$ cat src/rtl/shift_pkg.sv
// Shared defaults, op encodings and the op-field type for the execute-stage shift unit.
package shift_pkg;

    localparam int DEF_DW = 32;
    localparam int DEF_SW = 5;
    localparam int DEF_RW = 5;

    typedef logic [2:0] op_t;

    localparam op_t OP_ROR  = 3'b000;
    localparam op_t OP_ROL  = 3'b001;
    localparam op_t OP_SRL  = 3'b010;
    localparam op_t OP_SLL  = 3'b011;
    localparam op_t OP_SRA  = 3'b100;
    localparam op_t OP_PASS = 3'b101;  // 101..111 all decode as PASS

endpackage

$ cat src/rtl/shift_exec_stage_rotr_core.sv
// Combinational DW-bit rotate-right by a SW-bit amount.
// Log-depth barrel: stage i rotates by 2**i when bit i of the amount is set.
module rotr_core #(
    parameter int DW = 32,
    parameter int SW = 5
) (
    input  logic [DW-1:0] a_i,
    input  logic [SW-1:0] k_i,
    output logic [DW-1:0] r_o
);

    logic [DW-1:0] acc;

    always_comb begin
        acc = a_i;
        for (int i = 0; i < SW; i++) begin
            if (k_i[i]) begin
                acc = (acc >> (1 << i)) | (acc << (DW - (1 << i)));
            end
        end
    end

    assign r_o = acc;

endmodule

$ cat src/rtl/shift_exec_stage.sv
// Two-stage valid/ready execute-stage shift/rotate unit with flush.
// S1 holds the decoded operands; the rotate core, masking and carry sit between S1 and S2.
module shift_exec_stage
    import shift_pkg::*;
#(
    parameter int DW = DEF_DW,
    parameter int SW = DEF_SW,
    parameter int RW = DEF_RW
) (
    input  logic          clk,
    input  logic          rst_n,
    input  logic          flush,
    input  logic          in_valid,
    output logic          in_ready,
    input  op_t           in_op,
    input  logic [DW-1:0] in_a,
    input  logic [SW-1:0] in_sh,
    input  logic [RW-1:0] in_rd,
    output logic          out_valid,
    input  logic          out_ready,
    output logic [DW-1:0] out_f,
    output logic [RW-1:0] out_rd,
    output logic          out_z,
    output logic          out_n,
    output logic          out_c,
    output logic          busy
);

    logic          s1_valid_q, s1_valid_d;
    op_t           s1_op_q,    s1_op_d;
    logic [DW-1:0] s1_a_q,     s1_a_d;
    logic [SW-1:0] s1_sh_q,    s1_sh_d;
    logic [RW-1:0] s1_rd_q,    s1_rd_d;

    logic          s2_valid_q, s2_valid_d;
    logic [DW-1:0] s2_f_q,     s2_f_d;
    logic [RW-1:0] s2_rd_q,    s2_rd_d;
    logic          s2_c_q,     s2_c_d;

    logic s1_adv, s2_adv;

    assign s2_adv   = !s2_valid_q || out_ready;
    assign s1_adv   = !s1_valid_q || s2_adv;
    assign in_ready = s1_adv;

    // ---------------- execute logic between S1 and S2 ----------------
    logic [SW:0]   neg_sh_w;
    logic [SW-1:0] neg_sh;
    logic [SW-1:0] sh_m1;
    logic [SW-1:0] rot_k;
    logic [DW-1:0] rot_r;
    logic [DW-1:0] ones;
    logic [DW-1:0] mask_r;
    logic [DW-1:0] mask_l;
    logic [DW-1:0] f_calc;
    logic          c_calc;

    // Left shifts/rotates reuse the right rotator with amount (DW - SH) mod DW.
    assign neg_sh_w = (SW+1)'(DW) - {1'b0, s1_sh_q};
    assign neg_sh   = neg_sh_w[SW-1:0];
    assign sh_m1    = s1_sh_q - SW'(1);
    assign rot_k    = (s1_op_q == OP_ROL || s1_op_q == OP_SLL) ? neg_sh : s1_sh_q;
    assign ones     = '1;
    assign mask_r   = ones >> s1_sh_q;
    assign mask_l   = ones << s1_sh_q;

    rotr_core #(
        .DW (DW),
        .SW (SW)
    ) u_rotr (
        .a_i (s1_a_q),
        .k_i (rot_k),
        .r_o (rot_r)
    );

    always_comb begin
        f_calc = s1_a_q;
        c_calc = 1'b0;
        case (s1_op_q)
            OP_ROR: begin
                f_calc = rot_r;
                c_calc = rot_r[DW-1];
            end
            OP_ROL: begin
                f_calc = rot_r;
                c_calc = rot_r[0];
            end
            OP_SRL: begin
                f_calc = rot_r & mask_r;
                c_calc = s1_a_q[sh_m1];
            end
            OP_SLL: begin
                f_calc = rot_r & mask_l;
                c_calc = s1_a_q[neg_sh];
            end
            OP_SRA: begin
                f_calc = (rot_r & mask_r) | (s1_a_q[DW-1] ? ~mask_r : '0);
                c_calc = s1_a_q[sh_m1];
            end
            default: begin
                f_calc = s1_a_q;
                c_calc = 1'b0;
            end
        endcase
        // A zero shift never moves a bit out, whatever the op.
        if (s1_sh_q == '0) begin
            c_calc = 1'b0;
        end
    end

    // ---------------- next-state ----------------
    always_comb begin
        s1_valid_d = s1_valid_q;
        s1_op_d    = s1_op_q;
        s1_a_d     = s1_a_q;
        s1_sh_d    = s1_sh_q;
        s1_rd_d    = s1_rd_q;
        s2_valid_d = s2_valid_q;
        s2_f_d     = s2_f_q;
        s2_rd_d    = s2_rd_q;
        s2_c_d     = s2_c_q;

        if (s1_adv) begin
            s1_valid_d = in_valid;
            if (in_valid) begin
                s1_op_d = in_op;
                s1_a_d  = in_a;
                s1_sh_d = in_sh;
                s1_rd_d = in_rd;
            end
        end
        if (s2_adv) begin
            s2_valid_d = s1_valid_q;
            if (s1_valid_q) begin
                s2_f_d  = f_calc;
                s2_rd_d = s1_rd_q;
                s2_c_d  = c_calc;
            end
        end
        if (flush) begin
            s1_valid_d = 1'b0;
            s2_valid_d = 1'b0;
        end
    end

    always_ff @(posedge clk or negedge rst_n) begin
        if (!rst_n) begin
            s1_valid_q <= 1'b0;
            s1_op_q    <= OP_ROR;
            s1_a_q     <= '0;
            s1_sh_q    <= '0;
            s1_rd_q    <= '0;
            s2_valid_q <= 1'b0;
            s2_f_q     <= '0;
            s2_rd_q    <= '0;
            s2_c_q     <= 1'b0;
        end else begin
            s1_valid_q <= s1_valid_d;
            s1_op_q    <= s1_op_d;
            s1_a_q     <= s1_a_d;
            s1_sh_q    <= s1_sh_d;
            s1_rd_q    <= s1_rd_d;
            s2_valid_q <= s2_valid_d;
            s2_f_q     <= s2_f_d;
            s2_rd_q    <= s2_rd_d;
            s2_c_q     <= s2_c_d;
        end
    end

    // Z/N come from the registered result; gating with valid keeps them low out of reset.
    assign out_valid = s2_valid_q;
    assign out_f     = s2_f_q;
    assign out_rd    = s2_rd_q;
    assign out_c     = s2_c_q;
    assign out_z     = s2_valid_q && (s2_f_q == '0);
    assign out_n     = s2_valid_q && s2_f_q[DW-1];
    assign busy      = s1_valid_q | s2_valid_q;

endmodule

$ cat config.mk
export PLATFORM = sky130hd
export DESIGN_NAME = shift_exec_stage
export DESIGN_NICKNAME = d
export VERILOG_FILES = /design/src/rtl/shift_pkg.sv /design/src/rtl/shift_exec_stage_rotr_core.sv /design/src/rtl/shift_exec_stage.sv
export SDC_FILE = /design/constraint.sdc
export NUM_CORES = 1
export LEC_CHECK = 0
export ABC_AREA = 1
export BUFFER_PORTS_ARGS = -buffer_cell sky130_fd_sc_hd__buf_2
export CAP_MARGIN = 40
export CORE_AREA = 2 2 133 109
export CTS_BUF_LIST = sky130_fd_sc_hd__clkbuf_8
export DETAILED_ROUTE_END_ITERATION = 8
export DIE_AREA = 0 0 135 111
export MAX_ROUTING_LAYER = met4
export PLACE_DENSITY = 0.74
export SKIP_LAST_GASP = 1
export SLEW_MARGIN = 5
export SYNTH_ARGS = -nofsm -noshare
export SYNTH_HDL_FRONTEND = slang
export SYNTH_SLANG_ARGS = --single-unit
$ cat constraint.sdc
create_clock -name clk -period 7.4 [get_ports clk]
set_input_delay 0.37 -clock clk [delete_from_list [all_inputs] [get_ports clk]]
set_output_delay 0.37 -clock clk [all_outputs]
set_load 0.005 [all_outputs]
# After elaboration in Yosys (flattened, before gate mapping)
# Cells that the tools add are included.
# word_totals
wordCells	63
output_inout_bits	43
input_bits	50
regBits	85
# classes
bitwise_logic	10
muxes	18
shift	2
n_eq_ne	4
add_sub_neg	2
reduce_logical	16
order_cmp	2
# op_table
op	n
32-bit two-way mux	6
32-bit case mux with 4 select lines	1
32-bit bitwise AND	2
32-bit logical NOT	1
32-bit NOT	1
16-bit by 32-bit bitwise OR with 32-bit output	1
24-bit by 32-bit bitwise OR with 32-bit output	1
28-bit by 32-bit bitwise OR with 32-bit output	1
30-bit by 32-bit bitwise OR with 32-bit output	1
31-bit by 32-bit bitwise OR with 32-bit output	1
32-bit bitwise OR	1
32-bit by 5-bit << shifter with 32-bit output (first input constant)	1
32-bit by 5-bit right shift with 32-bit output (first input constant)	1
5-bit by 6-bit less-than comparator with 1-bit output (second input constant)	2
1-bit binary-select mux with 5-bit select	2
1-bit two-way mux	7
3-bit by 2-bit equality test with 1-bit output (second input constant)	2
5-bit logical NOT	1
5-bit two-way mux	1
1-bit by 5-bit subtractor with 5-bit output (first input constant)	1
5-bit by 1-bit subtractor with 5-bit output (second input constant)	1
1-bit case mux with 4 select lines	1
2-bit AND reduction	2
2-bit nonzero test	2
other kinds (8)	13

# Logic depth before layout (Yosys ltp)
# Gate-level depths: netlist (run 1).
# logic_depth
word_depth	15
depth_mapped	21
ltp_nobuf	16

# Modules after synthesis
# A second synthesis (run 1) with hierarchy kept.
# unflattened
cells_unflattened	1171
area_unflattened_um2	7428.4
# by_module_without_submodules
mod	area_each_um2	n_inst	cells_per_inst	seq_area_each_um2
shift_exec_stage	5484.0	1	779	2127.0
rotr_core	1944.4	1	392	0.0

# Worst setup path after synthesis (run 1)
# OpenSTA, ideal clock, no wires.
# synth_timing
path_kind	reg-to-reg
startpoint	register s1_sh_q[0]
endpoint	register s2_f_q[14], in the netlist out_f[14]
n_path_buf	5
synth_period_minus_slack_ns	2.809
path_slack_ns	4.591
stages_incl_launch_ff	17
setup_ns	0.116
t_arrival_ns	2.692
t_required_ns	7.284
path_cell_list	dfrtp_1 -> buf_2 -> inv_1 -> buf_2 -> buf_2 -> ha_1 -> ha_1 -> clkbuf_1 -> o21ai_2 -> clkbuf_1 -> nand3_1 -> nand3_1 -> nand3_1 -> nand3_1 -> nand3_1 -> nand2_1 -> nand2_1
# synth_between
elab_chain_cells	14
word_cells_on_any_way	19
classes_between	add/sub (1); shift (2); mux (8); bitwise (8)
# synth_rtl
element	line	text
start: declaration	shift_exec_stage.sv:32	logic [SW-1:0] s1_sh_q, s1_sh_d;
start signal: assignment	shift_exec_stage.sv:161	s1_sh_q <= s1_sh_d;
1-bit by 5-bit subtractor with 5-bit output	shift_exec_stage.sv:59	assign neg_sh_w = (SW+1)'(DW) - {1'b0, s1_sh_q};
5-bit two-way mux	shift_exec_stage.sv:62	assign rot_k = (s1_op_q == OP_ROL || s1_op_q == OP_SLL) ? neg_sh : s1_sh_q;
32-bit two-way mux	shift_exec_stage_rotr_core.sv:17	if (k_i[i]) begin
30-bit by 32-bit bitwise OR with 32-bit output	shift_exec_stage_rotr_core.sv:18	acc = (acc >> (1 << i)) | (acc << (DW - (1 << i)));
32-bit two-way mux	shift_exec_stage_rotr_core.sv:17	
28-bit by 32-bit bitwise OR with 32-bit output	shift_exec_stage_rotr_core.sv:18	
32-bit two-way mux	shift_exec_stage_rotr_core.sv:17	
24-bit by 32-bit bitwise OR with 32-bit output	shift_exec_stage_rotr_core.sv:18	
32-bit two-way mux	shift_exec_stage_rotr_core.sv:17	
16-bit by 32-bit bitwise OR with 32-bit output	shift_exec_stage_rotr_core.sv:18	
32-bit two-way mux	shift_exec_stage_rotr_core.sv:17	
32-bit bitwise AND	shift_exec_stage.sv:89, shift_exec_stage.sv:97	
32-bit bitwise OR	shift_exec_stage.sv:97	f_calc = (rot_r & mask_r) | (s1_a_q[DW-1] ? ~mask_r : '0);
32-bit case mux with 4 select lines *	shift_exec_stage.sv:79	case (s1_op_q)
end signal: assignment	shift_exec_stage.sv:154	s2_f_q <= '0;
end signal: assignment	shift_exec_stage.sv:164	s2_f_q <= s2_f_d;
end: declaration	shift_exec_stage.sv:36	logic [DW-1:0] s2_f_q, s2_f_d;
# Mark *: on every way between the ends. The rest lies on a longest branch, timed or not.
# A chain may end at the register's enable or synchronous reset.

# Final worst setup path (run 1)
# layout_timing
startpoint	register s1_sh_q[0]
endpoint	register s2_f_q[1], in the netlist out_f[1]
# Same word-level chain as after synthesis.

==> reports/results.ini, run 1 <==
[status]
run_status = complete, but fails checks
violations = DRC

[final_layout]
layout.filler_cells = 1422
seqCellArea_um2 = 2130
syn_to_final_growth_pct = 10.5
total_area_of_multi_input_combinational_cells_um2 = 4550
final_net_count = 1322
n_antenna_cell = 0
fraction_of_layout_instances_using_a_drive_strength_above_1_pct = 12.7

[global_route]
grt_busiest_layer = met1
grt_use_met2_pct = 56.6
grt_pass1_wl_mm = 46.6
globalRouteMet1Util_pct = 60.2
grt.overflow.total = 0
total_track_usage_pct = 42.6
first_global_vias = 8060
global_route.usage.met3_pct = 11.2
maximum_number_of_pins_on_one_net_before_global_route_repair = 69
initial_antenna_violation_count = 0

[power_and_ir_drop]
leakagePower_nw = 4.34
power-per-cell-area_nw_per_um2 = 236
worst_ir_drop_vdd_mv = 0.142

[synthesis]
muxShareOfSynthArea_pct = 3.37
synthFlopType = dfrtp_1
netlist_area_um2 = 7360
synth_fp_nets = 1272
synth.yosys.seq_area_share_pct = 28.9
netlist.top_cell.by_area = dfrtp_1
synthSimpleGateAreaFrac_pct = 46.2
synth-seq-cells = 85
synthArstFlopShare_pct = 100
combinational_family_with_the_most_area_after_synthesis = simple AND/OR/NAND/NOR gates
post_synth_fa_ha_maj_area_fraction_pct = 0.850
leading_cell_type_by_number_of_instances_after_synthesis = nand2_1
syn_inst = 1217
syn_area_per_cell_um2 = 6.05
synth_area_in_compound_gates_pct = 11.1
synth_edf_count = 0
post_synth_num_cell_types = 36
synth.yosys.warnings = 0
share_of_the_synthesized_netlist_area_taken_by_xor_and_xnor_gates_pct = 0.119
synth.top_cells.by_area = dfrtp_1, nand2_1, nand3_1
cell_types_with_the_highest_counts_after_synthesis = nand2_1, nand3_1, inv_1, dfrtp_1
proportion_of_netlist_area_held_by_the_largest_area_contributor_pct = 28.9

[worst_setup_path]
path_delay_family = simple AND/OR/NAND/NOR gates
max_stage_delay_ns = 0.72
critical_path_launch_point_type = flip-flop
cp_num_buf_inv = 4
worst_ep_required_time_ns = 7.72
critPathSlowestCell = ha_1
end_kind = flip-flop
critical_path.cell_chain = buf_4 -> inv_1 -> ha_1 -> clkinv_1 -> nand2_2 -> nand2_2 -> o21ai_1 -> inv_1 -> nand2_1 -> nand3_1 -> nand3_1 -> nand3_1 -> nand2_1 -> nand2_1 -> nand2_1
worst-endpoint-arrival_ns = 4.38
crit_path_max_fanout = 38
timing.critical_path.mode_cell = nand2_1
setup.worst_path.class = flip-flop to flip-flop

[placed_design]
hpwl_dp_mm = 23.4
gp_routability_congestion = 1.08
port_buf_inserts = 92
worst_slack_at_placement_ns = 3.52

[drt]
postRouteAntennaNets = 0
route.final.wire_length_mm = 30.7
detail_route.iter0.violations = 1464
drt-pass1-iter-count = 9
remaining_drc_errors = 7
vias_per_cell = 6.21
dr_wl_cell_um = 21.1
dr_total_vias = 9036

[cts]
cts_inserted_buffers = 9
clockBufferDepth = 2
worstSkewPairLatency_ns = 0.40
tritoncts = built
cts_post_setup_buffers_inserted = 0
clkSlewWorstSetupHoldPaths_ns = 0.11
clock_tree.htree_level_count = 3
cts.sinks = 85
cts_root_buffer = clkbuf_8

[timing]
totalNegativeSetupSlack_ns = 0
finalClockSkew_ns = 0.0286
layout_min_cycle_time_ns = 4.07
setup_viol = 0
min_period_over_period_pct = 55.0
timing_hold_violations_final = 0
timing_worst_slew_pin_value_ns = 0.803
setup_slack_ns = 3.33
unrepaired_setup_endpoints_after_global_routing = no
fmax_ghz = 0.246
timing_max_transition_violations_final = 0
worst_slew_slack_as_a_fraction_of_its_limit_pct = 46.4

[floorplanning]
initial_util_pct = 53.1
row_count = 39
die-height_um = 111
die_span_in_x_um = 135
die_area_um2 = 15000
core_region_area_um2 = 13900
design.portCount = 93

[min_path]
worstHoldPathType = input pin to flip-flop

[run]
drv.max_cap_violation_count = 0

-- stage by stage --
| stage | utilization (%) | cells | instance area (µm²) | hold slack [ns] | power, W |
|---|---|---|---|---|---|
| after global routing | 58.6 | 1456 | 8130 | 0.132 | 0.00203 |
| after global placement | 56.6 | 1436 | 7850 | 0.197 | 0.00153 |
| after floorplan | - | 1217 | 7360 | 0.0744 | 0.00122 |
| after CTS | 58.6 | 1456 | 8130 | 0.128 | 0.00189 |
| final | 58.6 | 1456 | 8130 | 0.142 | 0.00192 |
| after detailed placement | 57.1 | 1439 | 7920 | 0.199 | 0.00154 |
-- routing by layer --
layer  wire, µm  vias to the layer above
li1           -                     4145
met1      12600                     4150
met2      12200                      617
met3       4140                      124
met4       1790                        0
met5          0                        -
-- power by group --
| group | switching (W) | internal (W) | leakage, nW |
|---|---|---|---|
| sequential | 0.0000930 | 0.000538 | 1.01 |
| combinational | 0.000639 | 0.000301 | 3.23 |
| clock | 0.000215 | 0.000134 | 0.0985 |
| total | 0.000948 | 0.000973 | 4.34 |
-- path summary, 6_finish.rpt --
check / from / to / slack [ns] / depth (start not counted)
worst max-delay path: s1_sh_q[0] / out_f[1] / 3.33 / 15
worst min-delay path: flush / s1_valid_q / 0.14 / 2
worst max register to register: s1_sh_q[0] / out_f[1] / 3.33 / 15
worst min register to register: s1_rd_q[2] / out_rd[2] / 0.48 / 2
max in group asynchronous: rst_n / out_f[22] / 6.16 / 4
min in group asynchronous: rst_n / s1_a_q[27] / 0.35 / 2
-- cells in the final DEF, fill, tap and decap left out, types with 2 or more instances in the layout --
| master | count |
|---|---|
| inv_1 | 97 |
| nor2_1 | 57 |
| buf_2 | 91 |
| o2111ai_1 | 10 |
| nand2_2 | 4 |
| clkinv_1 | 4 |
| nor2_2 | 4 |
| o21ai_1 | 3 |
| nand3_1 | 286 |
| buf_16 | 2 |
| a21o_1 | 3 |
| o21ai_2 | 3 |
| o211ai_1 | 9 |
| buf_4 | 13 |
| nand2_1 | 431 |
| nand3b_1 | 2 |
| or4_1 | 2 |
| inv_2 | 3 |
| o21ai_0 | 28 |
| a21oi_1 | 59 |
| clkbuf_8 | 9 |
| ha_1 | 5 |
| nor4_1 | 6 |
| a31oi_1 | 5 |
| inv_8 | 3 |
| mux2_2 | 22 |
| o221ai_1 | 12 |
| dfrtp_1 | 85 |
-- what timing repair did --
| action | CTS | global route |
|---|---|---|
| resized for setup | 0 | 0 |
| endpoints found under the hold margin | 8 | 0 |
| hold buffers | 1 | 0 |
-- flip-flops by register name (all words and copies together), names as in the netlist --
name / cells
out_c: 1
out_f: 32
out_rd: 5
out_valid: 1
s1_a_q: 32
s1_op_q: 3
s1_rd_q: 5
s1_sh_q: 5
s1_valid_q: 1
-- cell families (layout without fill, tap and decap cells) --
| kind of cell | after synthesis | count (layout) |
|---|---|---|
| AOI/OAI and AO/OA | 135 | 135 |
| and+or+nand+nor | 796 | 796 |
| buffers and inverters | 173 | 228 |
| muxes | 22 | 22 |
| DFF | 85 | 85 |
| adders and majority gates | 5 | 5 |
| xor gates and xnor gates | 1 | 1 |
-- final cells by class --
cell class                 count  area share, %
clock inverter                 7          0.924
multi-input combinational    959           56.0
clock buffer                   9           1.52
tap                          184           2.83
timing repair buffer         108           7.79
inverter                     104           4.80
sequential                    85           26.2
Note: power is estimated with default switching activity, not from simulation.
==> run 2: changes to the inputs <==
--- a/config.mk
+++ b/config.mk
@@ -5,7 +5,7 @@
 export SDC_FILE = /design/constraint.sdc
 export NUM_CORES = 1
 export LEC_CHECK = 0
-export ABC_AREA = 1
+export ABC_AREA = 0
 export BUFFER_PORTS_ARGS = -buffer_cell sky130_fd_sc_hd__buf_2
 export CAP_MARGIN = 40
 export CORE_AREA = 2 2 133 109
@@ -13,7 +13,7 @@
 export DETAILED_ROUTE_END_ITERATION = 8
 export DIE_AREA = 0 0 135 111
 export MAX_ROUTING_LAYER = met4
-export PLACE_DENSITY = 0.74
+export PLACE_DENSITY = 0.77
 export SKIP_LAST_GASP = 1
 export SLEW_MARGIN = 5
 export SYNTH_ARGS = -nofsm -noshare
==> constraint.sdc (replaced) <==
create_clock -name clk -period 3.7 [get_ports clk]
set_input_delay 0.185 -clock clk [delete_from_list [all_inputs] [get_ports clk]]
set_output_delay 0.185 -clock clk [all_outputs]
set_load 0.005 [all_outputs]
==> run 2 against run 1 <==
Against the previous run: the run now ends clean; critical path type unchanged; first-iteration DRC count shrank 30%; critical path depth fell by 5; utilization is 0.52 points higher; design area is 0.89% higher; synthesized cell count shrank 37%; die area stayed put; worst hold slack worse by 0.13 ns; highest routed layer unchanged.
==> reports/results.ini, run 2 <==
[status]
run_status = complete, no violations

[final_layout]
layout_commonest_cell = mux2i_1
total_area_of_multi_input_combinational_cells_um2 = 4890
layout.filler_cells = 1256
design_area_um2 = 8200
final_net_count = 885
mostFrequentLayoutCells = mux2i_1, buf_2, dfrtp_1, a21oi_1, nand2_1
fraction_of_layout_instances_using_a_drive_strength_above_1_pct = 29.3
syn_to_final_growth_pct = 11.5
n_antenna_cell = 0
seqCellArea_um2 = 2130

[cts]
cts.sinks = 85
clkSlewWorstSetupHoldPaths_ns = 0.10
ctsResizeCount = 0
tritoncts = built
cts_post_setup_buffers_inserted = 0
clock_tree.htree_level_count = 3
cts_root_buffer = clkbuf_8
clockBufferDepth = 2
cts_inserted_buffers = 9
worstSkewPairLatency_ns = 0.39

[min_path]
worstHoldPathType = input pin to flip-flop
min_from = in_a[18]
hold_end = s1_a_q[18]
hold_path_depth = 2

[worst_setup_path]
ff2ff_setup_slack_ns = 0.44
max_stage_delay_ns = 0.56
worst-endpoint-arrival_ns = 3.56
critPathSlowestCell = mux2_4
crit-reg2reg-launch = s1_sh_q[0]
end_kind = flip-flop
crit_path_max_fanout = 35
critical_path.cell_chain = inv_2 -> ha_1 -> ha_1 -> mux2_4 -> mux2i_1 -> mux4_2 -> mux4_2 -> nand2_1 -> nand4_1 -> o311ai_1
critical_path.reg2reg.endpoint = out_f[31]
critical_path_launch_point_type = flip-flop
reg2regPathDepth = 10
setup.worst_path.class = flip-flop to flip-flop
worst_ep_required_time_ns = 3.99

[placed_design]
hpwl_dp_mm = 19.0
placement.cell_area_um2 = 7990
port_buf_inserts = 92
gp_routability_congestion = 1.04

[floorplanning]
core_region_area_um2 = 13900
design.portCount = 93
die_span_in_x_um = 135
initial_util_pct = 53.1
row_count = 39
die-height_um = 111
die_area_um2 = 15000

[power_and_ir_drop]
leakagePower_nw = 3.53
pwr-share-seq_pct = 33.4
p_clk_share_pct = 16.3
p_sw_w = 0.00185
power.share.switching_pct = 43.8
power-per-cell-area_nw_per_um2 = 514
pwr-share-comb_pct = 50.3
worst_ir_drop_vdd_mv = 0.278
p_int_w = 0.00237

[timing]
unrepaired_setup_endpoints_after_global_routing = no
timing_worst_slew_pin_value_ns = 0.844
worst_slew_slack_as_a_fraction_of_its_limit_pct = 43.7
layout_min_cycle_time_ns = 3.26
timing_hold_violations_final = 0
timing_max_transition_violations_final = 0
finalClockSkew_ns = 0.0115
totalNegativeSetupSlack_ns = 0
setup_viol = 0
fmax_ghz = 0.306
min_period_over_period_pct = 88.2

[synthesis]
synth.top_cells.by_area = dfrtp_1, mux2i_1, mux4_2
synth-seq-cells = 85
post_synth_num_cell_types = 60
leading_cell_type_by_number_of_instances_after_synthesis = mux2i_1
syn_area_per_cell_um2 = 9.60
netlist_area_um2 = 7350
netlist.top_cell.by_area = dfrtp_1
cell_types_with_the_highest_counts_after_synthesis = mux2i_1, dfrtp_1, a21oi_1, nand2_1, nor2_1
synth.yosys.seq_area_share_pct = 28.9
proportion_of_netlist_area_held_by_the_largest_area_contributor_pct = 28.9
synthFlopType = dfrtp_1
synth_edf_count = 0
synthArstFlopShare_pct = 100
synth_fp_nets = 821
synth.yosys.warnings = 0
syn_inst = 766

[drt]
routed-wl-met3_mm = 3.66
dr_wl_cell_um = 25.8
dr_total_vias = 7138
remaining_drc_errors = 0
drt-pass1-iter-count = 6
postRouteAntennaNets = 0
vias_per_cell = 7.00
met1Wirelength_mm = 10.9
detail_route.iter0.violations = 1025
dr.max_layer_used = met4
wl_met2_mm = 10.9
route.final.wire_length_mm = 26.3

[global_route]
total_track_usage_pct = 36.8
grt_pass1_wl_mm = 40.2
maximum_number_of_pins_on_one_net_before_global_route_repair = 66
first_global_vias = 6594
initial_antenna_violation_count = 0
grt.overflow.total = 0

[run]
drv.max_cap_violation_count = 0

[run 2: cell count changes in the layout (fill, tap and decap cells not counted), moves of 6 or more]
cell | before | now
mux2i_1 | 0 | 109
a21oi_1 | 59 | 65
inv_1 | 97 | 11
a31oi_1 | 5 | 14
o2111ai_1 | 10 | 3
nand3_1 | 286 | 11
mux2_2 | 22 | 54
o22ai_1 | 0 | 24
a22oi_1 | 0 | 7
o21ai_0 | 28 | 47
mux4_2 | 0 | 42
buf_4 | 13 | 28
nand2_1 | 431 | 62
[run 2: power by group through the flow]
stage	sequential, W	clock (W)	combinational (W)
floorplan	0.00128	0	0.00147
global placement	0.00140	0	0.00205
detailed placement	0.00141	0	0.00206
CTS	0.00139	0.000701	0.00207
global route	0.00142	0.000732	0.00227
finish	0.00141	0.000688	0.00212
[run 2: through the flow]
step,util [%],total power (W),setup slack (ns),std cells,hold slack (ns)
4_1_cts,59.2,0.00416,0.475,1019,0.00446
2_1_floorplan,-,0.00275,0.160,766,-0.111
3_3_place_gp,57.4,0.00345,0.584,999,0.336
6_report,59.2,0.00422,0.436,1019,0.0134
5_1_grt,59.2,0.00442,0.246,1019,0.00751
3_5_place_dp,57.6,0.00347,0.500,1001,0.344
[run 2: cell families (layout without fill, tap and decap cells)]
kind of cell,Yosys count,after routing,share of synthesized area [%]
compound gates,217,217,18.6
xor+xnor,5,5,0.596
fa+ha+maj,5,5,0.851
buf+inv,82,151,4.85
flops,85,85,28.9
mux,208,208,36.6
simple gates,164,164,9.61
[run 2: area by class of cell]
type,instances,share of cell area (%)
clock inverter,7,0.824
inverter,12,0.549
timing repair buffer,123,8.79
clock buffer,9,1.51
tap,184,2.81
multi-input combinational,599,59.6
sequential,85,25.9
[run 2: what timing repair did]
item / 4_1_cts / 5_1_grt
hold buffers: 2 / 0
setup endpoints to repair: 0 / 0
endpoints found under the hold margin: 66 / 0
[run 2: how the worst max path moves through the flow]
stage | startpoint | to | slack, ns | cells after the start
2_1_floorplan | s1_sh_q[0] | out_f[31] | 0.16 | 14
4_1_cts | s1_sh_q[0] | out_f[31] | 0.48 | 10
5_1_grt | s1_sh_q[2] | out_f[20] | 0.25 | 10
3_3_place_gp | s1_sh_q[0] | out_f[31] | 0.58 | 10
6_report | s1_sh_q[0] | out_f[31] | 0.44 | 10
3_5_place_dp | s1_sh_q[0] | out_f[31] | 0.50 | 10
[run 2: critical path: cells and delay by family (launching register included)]
| kind | cells | cell delay, ns |
|---|---|---|
| AND/OR/NAND/NOR | 2 | 0.19 |
| multiplexers | 4 | 1.82 |
| AO/OA/AOI/OAI | 1 | 0.11 |
| flip-flops | 1 | 0.39 |
| adder cells (fa/ha/maj) | 2 | 0.60 |
| buffers and inverters | 1 | 0.05 |
[run 2: layer usage]
layer | up-vias | global-route usage [%]
li1 | 3065 | -
met1 | 3450 | 53.4
met2 | 549 | 49.6
met3 | 74 | 10.9
met4 | 0 | 10.9
met5 | - | -
==> run 3: changes to the inputs <==
==> constraint.sdc (replaced) <==
create_clock -name clk -period 3.7 [get_ports clk]
set_input_delay 0.74 -clock clk [delete_from_list [all_inputs] [get_ports clk]]
set_output_delay 0.74 -clock clk [all_outputs]
set_load 0.005 [all_outputs]
==> run 3 against run 2 <==
Against the previous run: first-iteration DRC count up 6.4%; routed wire length up 4.4%; critical endpoint unchanged; setup slack worse by 0.0086 ns; via count about the same; combinational power about the same; worst hold slack better by 0.34 ns; clock skew up 0.0042 ns; sequential cell count unchanged; highest routed layer unchanged; global-route usage up 1.2 points; final cell count up 0.39%; largest cell class unchanged; count of clock-buffer cells in the layout unchanged; design area up 0.73%.
==> reports/results.ini, run 3 (same netlist as run 2, synthesis figures left out) <==
[status]
run_status = complete, no violations

[cts]
tritoncts = built
cts_inserted_buffers = 9
ctsHoldBuffers = 0
worstSkewPairLatency_ns = 0.40
clkSlewWorstSetupHoldPaths_ns = 0.10
cts_post_setup_buffers_inserted = 0
ctsResizeCount = 0
cts_root_buffer = clkbuf_8
clockBufferDepth = 2
clock_tree.htree_level_count = 3
cts.sinks = 85

[timing]
setup_slack_ns = 0.428
timing_max_transition_violations_final = 0
timing_hold_violations_final = 0
worst_slew_slack_as_a_fraction_of_its_limit_pct = 47.1
setup_viol = 0
finalClockSkew_ns = 0.0157
layout_min_cycle_time_ns = 3.27
totalNegativeSetupSlack_ns = 0
unrepaired_setup_endpoints_after_global_routing = no
fmax_ghz = 0.306
timing_worst_slew_pin_value_ns = 0.790
min_period_over_period_pct = 88.4

[worst_setup_path]
end_kind = flip-flop
worst_ep_required_time_ns = 3.99
critical_path.reg2reg.endpoint = out_f[31]
critPathSlowestCell = mux2_4
ff2ff_setup_slack_ns = 0.43
setup.worst_path.class = flip-flop to flip-flop
reg2regPathDepth = 10
crit-reg2reg-launch = s1_sh_q[0]
critical_path.cell_chain = inv_2 -> ha_1 -> ha_1 -> mux2_4 -> mux2i_1 -> mux4_2 -> mux4_2 -> nand2_1 -> nand4_1 -> o311ai_1
critical_path_launch_point_type = flip-flop
worst-endpoint-arrival_ns = 3.56
max_stage_delay_ns = 0.56
crit_path_max_fanout = 35

[final_layout]
n_antenna_cell = 0
layout_commonest_cell = mux2i_1
layout.filler_cells = 1257
final_net_count = 889
mostFrequentLayoutCells = mux2i_1, buf_2, dfrtp_1, a21oi_1, nand2_1
fraction_of_layout_instances_using_a_drive_strength_above_1_pct = 30.2
syn_to_final_growth_pct = 12.3

[drt]
vias_per_cell = 6.97
dr_wl_cell_um = 26.8
postRouteAntennaNets = 0
dr_total_vias = 7135
detail_route.iter0.violations = 1091
route.final.wire_length_mm = 27.4
remaining_drc_errors = 0
drt-pass1-iter-count = 9

[power_and_ir_drop]
leakagePower_nw = 3.57
total_power_w = 0.00438
power-per-cell-area_nw_per_um2 = 531
worst_ir_drop_vdd_mv = 0.294

[placed_design]
gp_routability_congestion = 1.04
worst_slack_at_placement_ns = 0.517
hpwl_dp_mm = 19.7
port_buf_inserts = 92

[global_route]
total_track_usage_pct = 38.0
first_global_vias = 6740
maximum_number_of_pins_on_one_net_before_global_route_repair = 50
grt.overflow.total = 0
grt_pass1_wl_mm = 41.3
initial_antenna_violation_count = 0

[floorplanning]
core_region_area_um2 = 13900
die-height_um = 111
initial_util_pct = 53.1
design.portCount = 93
row_count = 39
die_span_in_x_um = 135
die_area_um2 = 15000

[run]
drv.max_cap_violation_count = 0

[min_path]
worstHoldPathType = input pin to async pin

[run 3: cell count changes in the layout (fill, tap and decap cells not counted), moves of 2 or more]
| cell | previous run | this run |
|---|---|---|
| buf_4 | 28 | 35 |
| dlygate4sd3_1 | 2 | 0 |
| inv_1 | 11 | 9 |
| inv_6 | 1 | 3 |
[run 3: worst max path at each step]
stage / startpoint / end / depth (start not counted)
2_1_floorplan: s1_sh_q[0] / out_f[31] / 14
3_3_place_gp: s1_sh_q[0] / out_f[31] / 10
3_5_place_dp: s1_sh_q[1] / out_f[31] / 10
4_1_cts: s1_sh_q[0] / out_f[31] / 10
5_1_grt: s1_sh_q[1] / out_f[23] / 10
6_report: s1_sh_q[0] / out_f[31] / 10
[run 3: metal layers]
| layer | up-vias | track usage (%) | share of wire, % |
|---|---|---|---|
| li1 | 3064 | - | - |
| met1 | 3407 | 51.5 | 39 |
| met2 | 573 | 50.1 | 41 |
| met3 | 91 | 16.0 | 16 |
| met4 | 0 | 15.0 | 4.2 |
| met5 | - | - | 0 |
[run 3: layout make-up]
type                       count  area [µm²]  area share [%]
tap                          184         230            2.79
clock buffer                   9         124            1.50
sequential                    85        2130            25.7
timing repair buffer         127         746            9.03
inverter                      12        45.0           0.545
multi-input combinational    599        4890            59.1
clock inverter                 7         103            1.24
[run 3: critical path: cells and delay by family, from the launching register on]
family          cells  cell delay, ns
compound gates      1            0.12
fa+ha+maj           2            0.61
buf+inv             1            0.06
flops               1            0.40
mux                 4            1.79
simple gates        2            0.18
[run 3: where the power goes]
group          switching (W)  total [W]  internal, W
Combinational        0.00119    0.00215     0.000963
Clock               0.000410   0.000801     0.000391
Sequential          0.000328    0.00143      0.00111
Total                0.00192    0.00438      0.00246
[run 3: per-stage QoR]
step | instances | area, µm² | hold WS (ns) | util, %
detailed placement | 1007 | 8030 | 0.451 | 58.0
global placement | 1006 | 8010 | 0.441 | 57.8
floorplan | 766 | 7350 | 0.433 | -
finish | 1023 | 8260 | 0.352 | 59.6
global route | 1023 | 8260 | 0.394 | 59.6
CTS | 1023 | 8260 | 0.371 | 59.6
